## src/rtl/alu_pkg.sv

```systemverilog
// Shared types and constants for the Simple RISC Machine ALU.
// Optional N/V flags are enabled by defining ALU_NV_FLAGS_EN.
package alu_pkg;

    localparam int ALU_WIDTH = 16;

    typedef enum logic [1:0] {
        ALU_ADD  = 2'b00,
        ALU_SUB  = 2'b01,
        ALU_AND  = 2'b10,
        ALU_NOTB = 2'b11
    } alu_op_e;

    typedef struct packed {
        logic z;
        logic n;
        logic v;
    } alu_flags_t;

endpackage

```

## src/rtl/alu_if.sv

```systemverilog
// Operand/result bundle between the datapath registers and the ALU.
// N and V exist only when ALU_NV_FLAGS_EN is defined.
interface alu_if import alu_pkg::*; #(
    parameter int WIDTH = ALU_WIDTH
) ();

    logic [WIDTH-1:0] Ain;
    logic [WIDTH-1:0] Bin;
    alu_op_e          ALUop;
    logic [WIDTH-1:0] out;
    logic             Z;
`ifdef ALU_NV_FLAGS_EN
    logic             N;
    logic             V;
`endif

`ifdef ALU_NV_FLAGS_EN
    modport master (output Ain, output Bin, output ALUop, input out, input Z, input N, input V);
    modport slave  (input Ain, input Bin, input ALUop, output out, output Z, output N, output V);
`else
    modport master (output Ain, output Bin, output ALUop, input out, input Z);
    modport slave  (input Ain, input Bin, input ALUop, output out, output Z);
`endif

endinterface

```

## src/rtl/alu_addsub.sv

```systemverilog
// Combinational adder shared by add and subtract; subtract is a + ~b + 1.
module alu_addsub import alu_pkg::*; #(
    parameter int WIDTH = ALU_WIDTH
) (
    input  logic [WIDTH-1:0] a,
    input  logic [WIDTH-1:0] b,
    input  logic             sub,
    output logic [WIDTH-1:0] sum,
    output logic             carry,
    output logic             overflow
);

    logic [WIDTH-1:0] w_b_eff;
    logic [WIDTH:0]   w_sum_full;

    // Operand inversion, carry-in injection and signed-overflow detect
    always_comb begin
        if (sub) begin
            w_b_eff = ~b;
        end else begin
            w_b_eff = b;
        end
        w_sum_full = {1'b0, a} + {1'b0, w_b_eff} + {{WIDTH{1'b0}}, sub};
        sum        = w_sum_full[WIDTH-1:0];
        carry      = w_sum_full[WIDTH];
        // Same-sign inputs to the adder with a result of the other sign
        overflow   = (a[WIDTH-1] == w_b_eff[WIDTH-1]) && (sum[WIDTH-1] != a[WIDTH-1]);
    end

endmodule

```

## src/rtl/alu.sv

```systemverilog
// Registered ALU: add/sub/and/not-B with a zero flag, one-cycle latency.
// Defining ALU_NV_FLAGS_EN adds registered negative and overflow flags.
module alu import alu_pkg::*; #(
    parameter int WIDTH = ALU_WIDTH
) (
    input  logic clk,
    input  logic rst_n,
    alu_if.slave bus
);

    logic [WIDTH-1:0] w_sum;
    logic             w_sub;
    logic             w_carry_unused;
    logic [WIDTH-1:0] w_result;
    logic             w_zero;
    logic [WIDTH-1:0] r_out;
`ifdef ALU_NV_FLAGS_EN
    logic             w_ovf;
    alu_flags_t       w_flags;
    alu_flags_t       r_flags;
`else
    logic             w_ovf_unused;
    logic             r_z;
`endif

    assign w_sub = (bus.ALUop == ALU_SUB);

    alu_addsub #(.WIDTH(WIDTH)) u_addsub (
        .a        (bus.Ain),
        .b        (bus.Bin),
        .sub      (w_sub),
        .sum      (w_sum),
        .carry    (w_carry_unused),
`ifdef ALU_NV_FLAGS_EN
        .overflow (w_ovf)
`else
        .overflow (w_ovf_unused)
`endif
    );

    // Operation select and zero detect on the value about to be registered
    always_comb begin
        w_result = '0;
        case (bus.ALUop)
            ALU_ADD:  w_result = w_sum;
            ALU_SUB:  w_result = w_sum;
            ALU_AND:  w_result = bus.Ain & bus.Bin;
            ALU_NOTB: w_result = ~bus.Bin;
            default:  w_result = '0;
        endcase
        w_zero = ~|w_result;
    end

`ifdef ALU_NV_FLAGS_EN
    // Status flags; overflow only has meaning for the arithmetic ops
    always_comb begin
        w_flags   = '0;
        w_flags.z = w_zero;
        w_flags.n = w_result[WIDTH-1];
        if ((bus.ALUop == ALU_ADD) || (bus.ALUop == ALU_SUB)) begin
            w_flags.v = w_ovf;
        end else begin
            w_flags.v = 1'b0;
        end
    end

    // Result and flag registers with synchronous reset priority
    always_ff @(posedge clk) begin
        if (!rst_n) begin
            r_out   <= '0;
            r_flags <= '{z: 1'b1, n: 1'b0, v: 1'b0};
        end else begin
            r_out   <= w_result;
            r_flags <= w_flags;
        end
    end

    assign bus.out = r_out;
    assign bus.Z   = r_flags.z;
    assign bus.N   = r_flags.n;
    assign bus.V   = r_flags.v;
`else
    // Result and zero-flag registers with synchronous reset priority
    always_ff @(posedge clk) begin
        if (!rst_n) begin
            r_out <= '0;
            r_z   <= 1'b1;
        end else begin
            r_out <= w_result;
            r_z   <= w_zero;
        end
    end

    assign bus.out = r_out;
    assign bus.Z   = r_z;
`endif

endmodule

```

## src/flat_wrapper.sv

```systemverilog
// flat-port wrapper written by rule: the top's interface ports become plain ports
module alu_flat import alu_pkg::*;
#(
    parameter int WIDTH = ALU_WIDTH
)
  (clk, rst_n, bus_Ain, bus_Bin, bus_ALUop, bus_out, bus_Z);
  alu_if #(.WIDTH(WIDTH)) bus_i ();
  input  logic clk;
  input  logic rst_n;
  input wire logic [$bits(bus_i.Ain)-1:0] bus_Ain;
  input wire logic [$bits(bus_i.Bin)-1:0] bus_Bin;
  input wire logic [$bits(bus_i.ALUop)-1:0] bus_ALUop;
  output wire logic [$bits(bus_i.out)-1:0] bus_out;
  output wire logic [$bits(bus_i.Z)-1:0] bus_Z;
  assign bus_i.Ain = bus_Ain;
  assign bus_i.Bin = bus_Bin;
  assign bus_i.ALUop = bus_ALUop;
  assign bus_out = bus_i.out;
  assign bus_Z = bus_i.Z;
  alu #(.WIDTH(WIDTH)) u_core (.clk(clk), .rst_n(rst_n), .bus(bus_i));
endmodule
```

## config.mk

```make
export PLATFORM = sky130hd
export DESIGN_NAME = alu_flat
export DESIGN_NICKNAME = d
export VERILOG_FILES = /design/src/rtl/alu_pkg.sv /design/src/rtl/alu_if.sv /design/src/rtl/alu_addsub.sv /design/src/rtl/alu.sv /design/src/flat_wrapper.sv
export SDC_FILE = /design/constraint.sdc
export NUM_CORES = 1
export LEC_CHECK = 0
export BUFFER_PORTS_ARGS = -buffer_cell sky130_fd_sc_hd__clkbuf_2
export CAP_MARGIN = 15
export CORE_MARGIN = 1.5
export CORE_UTILIZATION = 30
export CTS_CLUSTER_DIAMETER = 100
export CTS_CLUSTER_SIZE = 10
export DETAILED_ROUTE_END_ITERATION = 16
export PLACE_DENSITY_LB_ADDON = 0.12
export RECOVER_POWER = 100
export SLEW_MARGIN = 20
export SYNTH_ARGS = -nofsm -noshare
export SYNTH_HDL_FRONTEND = slang
export SYNTH_HIERARCHICAL = 1
export SYNTH_SLANG_ARGS = --single-unit
```

## constraint.sdc

```tcl
create_clock -name clk -period 8.5 [get_ports clk]
set_input_delay 0.85 -clock clk [delete_from_list [all_inputs] [get_ports clk]]
set_output_delay 0.85 -clock clk [all_outputs]
set_load 0.01 [all_outputs]
```

==> impl_metrics.ini <==
[grt]
grt_pass1_vias = 1493
grt_use_total_pct = 13.22
grtUsageMet3_pct = 0.4494
antenna_found_initial = 0
grt_util_met2_pct = 21.33
grt_max_degree = 34
grt.busiest_layer = met2
use_met1_pct = 19.11
grt_first_pass_wirelength_um = 6865
overflow = 0

[floorplan]
rows = 28
dieHeight_um = 80.98
start_util_pct = 30.99
die_area_um2 = 6558
die_x_um = 80.98
core_area_um2 = 5886
ioPinCount = 53

[sta]
max_slew.worst_pin.slew_ns = 1.730
tns_ns = 0
relSlewSlack_pct = -15.55
setup_viol = 0
grt_setup_unrepaired = no
max_freq_mhz = 174.4
fin_crit_sh_pct = 67.47
hold_viol_final = 0
drv_slew = 17
finalCriticalPeriod_ns = 5.735

[clocking]
cts_buffers = 3
htree_levels = 1
hold_buffers = 0
cts_sinks = 17
clk_pin_slew_worst_paths_ns = 0.06
clock_path_buffers = 2
postCtsSetupRepairBufs = 0
root_buffer = clkbuf_8
cts_resized = 0
cts_tree = done

[critical_path]
end_kind = flip-flop
cp.required_ns = 8.64
cpLargestDelayFamily = simple AND/OR/NAND/NOR gates
arrival_ns = 5.88
cp.buffers_inverters = 1
crit_slowest_cell = nor2b_1
critPathKind = input pin to flip-flop
max_stage_delay_ns = 1.41
worstSetupStartpointType = input pin
crit_chain = clkbuf_1 > nor2b_1 > xor2_1 > ha_1 > nor2b_1 > o311ai_0 > nand2_1 > a41o_1 > o21ai_0 > xnor2_1 > nor2_1 > a31oi_1 > or4_1 > o41ai_1
cp_common_cell = nor2b_1
crit_fanout = 33

[route]
dr.first_iter.drc_count = 63
drcViolationCount = 0
routed_via_density = 4.768
first_pass_iters = 4
wl_um = 4302
wl_per_cell_um = 12.62
num_vias = 1626
antenna_left = 0

[power_and_ir_drop]
ir_drop_mv = 0.08023
power_density_nw_per_um2 = 142.4
p_leak_uw = 0.0009123
design_power_total_uw = 297.6

[yosys]
synthesis.nets = 273
synth_area_per_cell_um2 = 8.292
synth-warning-count = 6
synth_cells = 220
syn_area_um2 = 1824

[status]
status = finished with violations
violations = capacitance limit, slew limit

[placement]
gp_congestion = 0.8024
dpl.hpwl_um = 3599
numPortBuffers = 52

[cells_and_area]
drive_above_1_share_pct = 15.79
regArea_um2 = 340.3
nNetsFinal = 320
n_fill_cell = 656
multiInputGateArea_um2 = 1359
num_antenna_cells = 0
mostFrequentLayoutCell = clkbuf_2
final_cell_mix = 34 x clkbuf_2, 21 x xor2_1, 19 x clkbuf_1
synthToLayoutAreaGrowth_pct = 14.61

[job]
timing.max_cap.violations = 1

[worst_hold_path]
min_from = rst_n
whs_endpoint = u_core/bus.Z
min_path_cells = 2
hp-class = input pin to flip-flop
-- registers in the layout, summed over array words and instances, names as in the netlist --
signal	flops
u_core/bus.Z	1
u_core/bus.out	16
-- worst max path at each step --
stage,from,endpoint,slack (ns),cells after the start
after detailed placement,bus_ALUop[0],u_core/bus.Z,3.47,14
after CTS,bus_ALUop[0],u_core/bus.Z,3.72,14
after global routing,bus_ALUop[0],u_core/bus.Z,2.26,14
after global placement,bus_ALUop[0],u_core/bus.Z,3.45,14
after floorplan,bus_ALUop[1],u_core/bus.Z,4.32,17
final,bus_ALUop[0],u_core/bus.Z,2.77,14
-- final cells by class --
class                   instances  area share (%)
repair buffers                 52           11.37
flip-flops and latches         17           16.28
well taps                      75           4.488
inverters                       4          0.7181
clock buffers                   4           2.154
multi-input cells             189           64.99
-- through the flow --
| step | worst slack, ns | util [%] | hold slack [ns] | cells | area (um^2) |
|---|---|---|---|---|---|
| detailed placement | 3.467 | 35.91 | 1.177 | 337 | 2113 |
| finish | 2.765 | 35.52 | 0.9325 | 341 | 2091 |
| floorplan | 4.323 | - | 0.9717 | 220 | 1824 |
| global route | 2.259 | 35.52 | 0.9748 | 341 | 2091 |
| global placement | 3.454 | 35.91 | 1.174 | 337 | 2113 |
| CTS | 3.717 | 36.67 | 0.9267 | 341 | 2158 |
-- power breakdown --
part	internal (uW)	switching [uW]	total, uW
combinational	66.4	84.6	151
sequential	89.0	2.01	91.0
clock	33.1	22.5	55.6
-- routing by layer --
layer / up-vias / share of wire, %
li1: 867 / -
met1: 725 / 53
met2: 32 / 42
met3: 2 / 4.3
met4: 0 / 0.53
met5: - / 0
(Power assumes the default switching activity.)
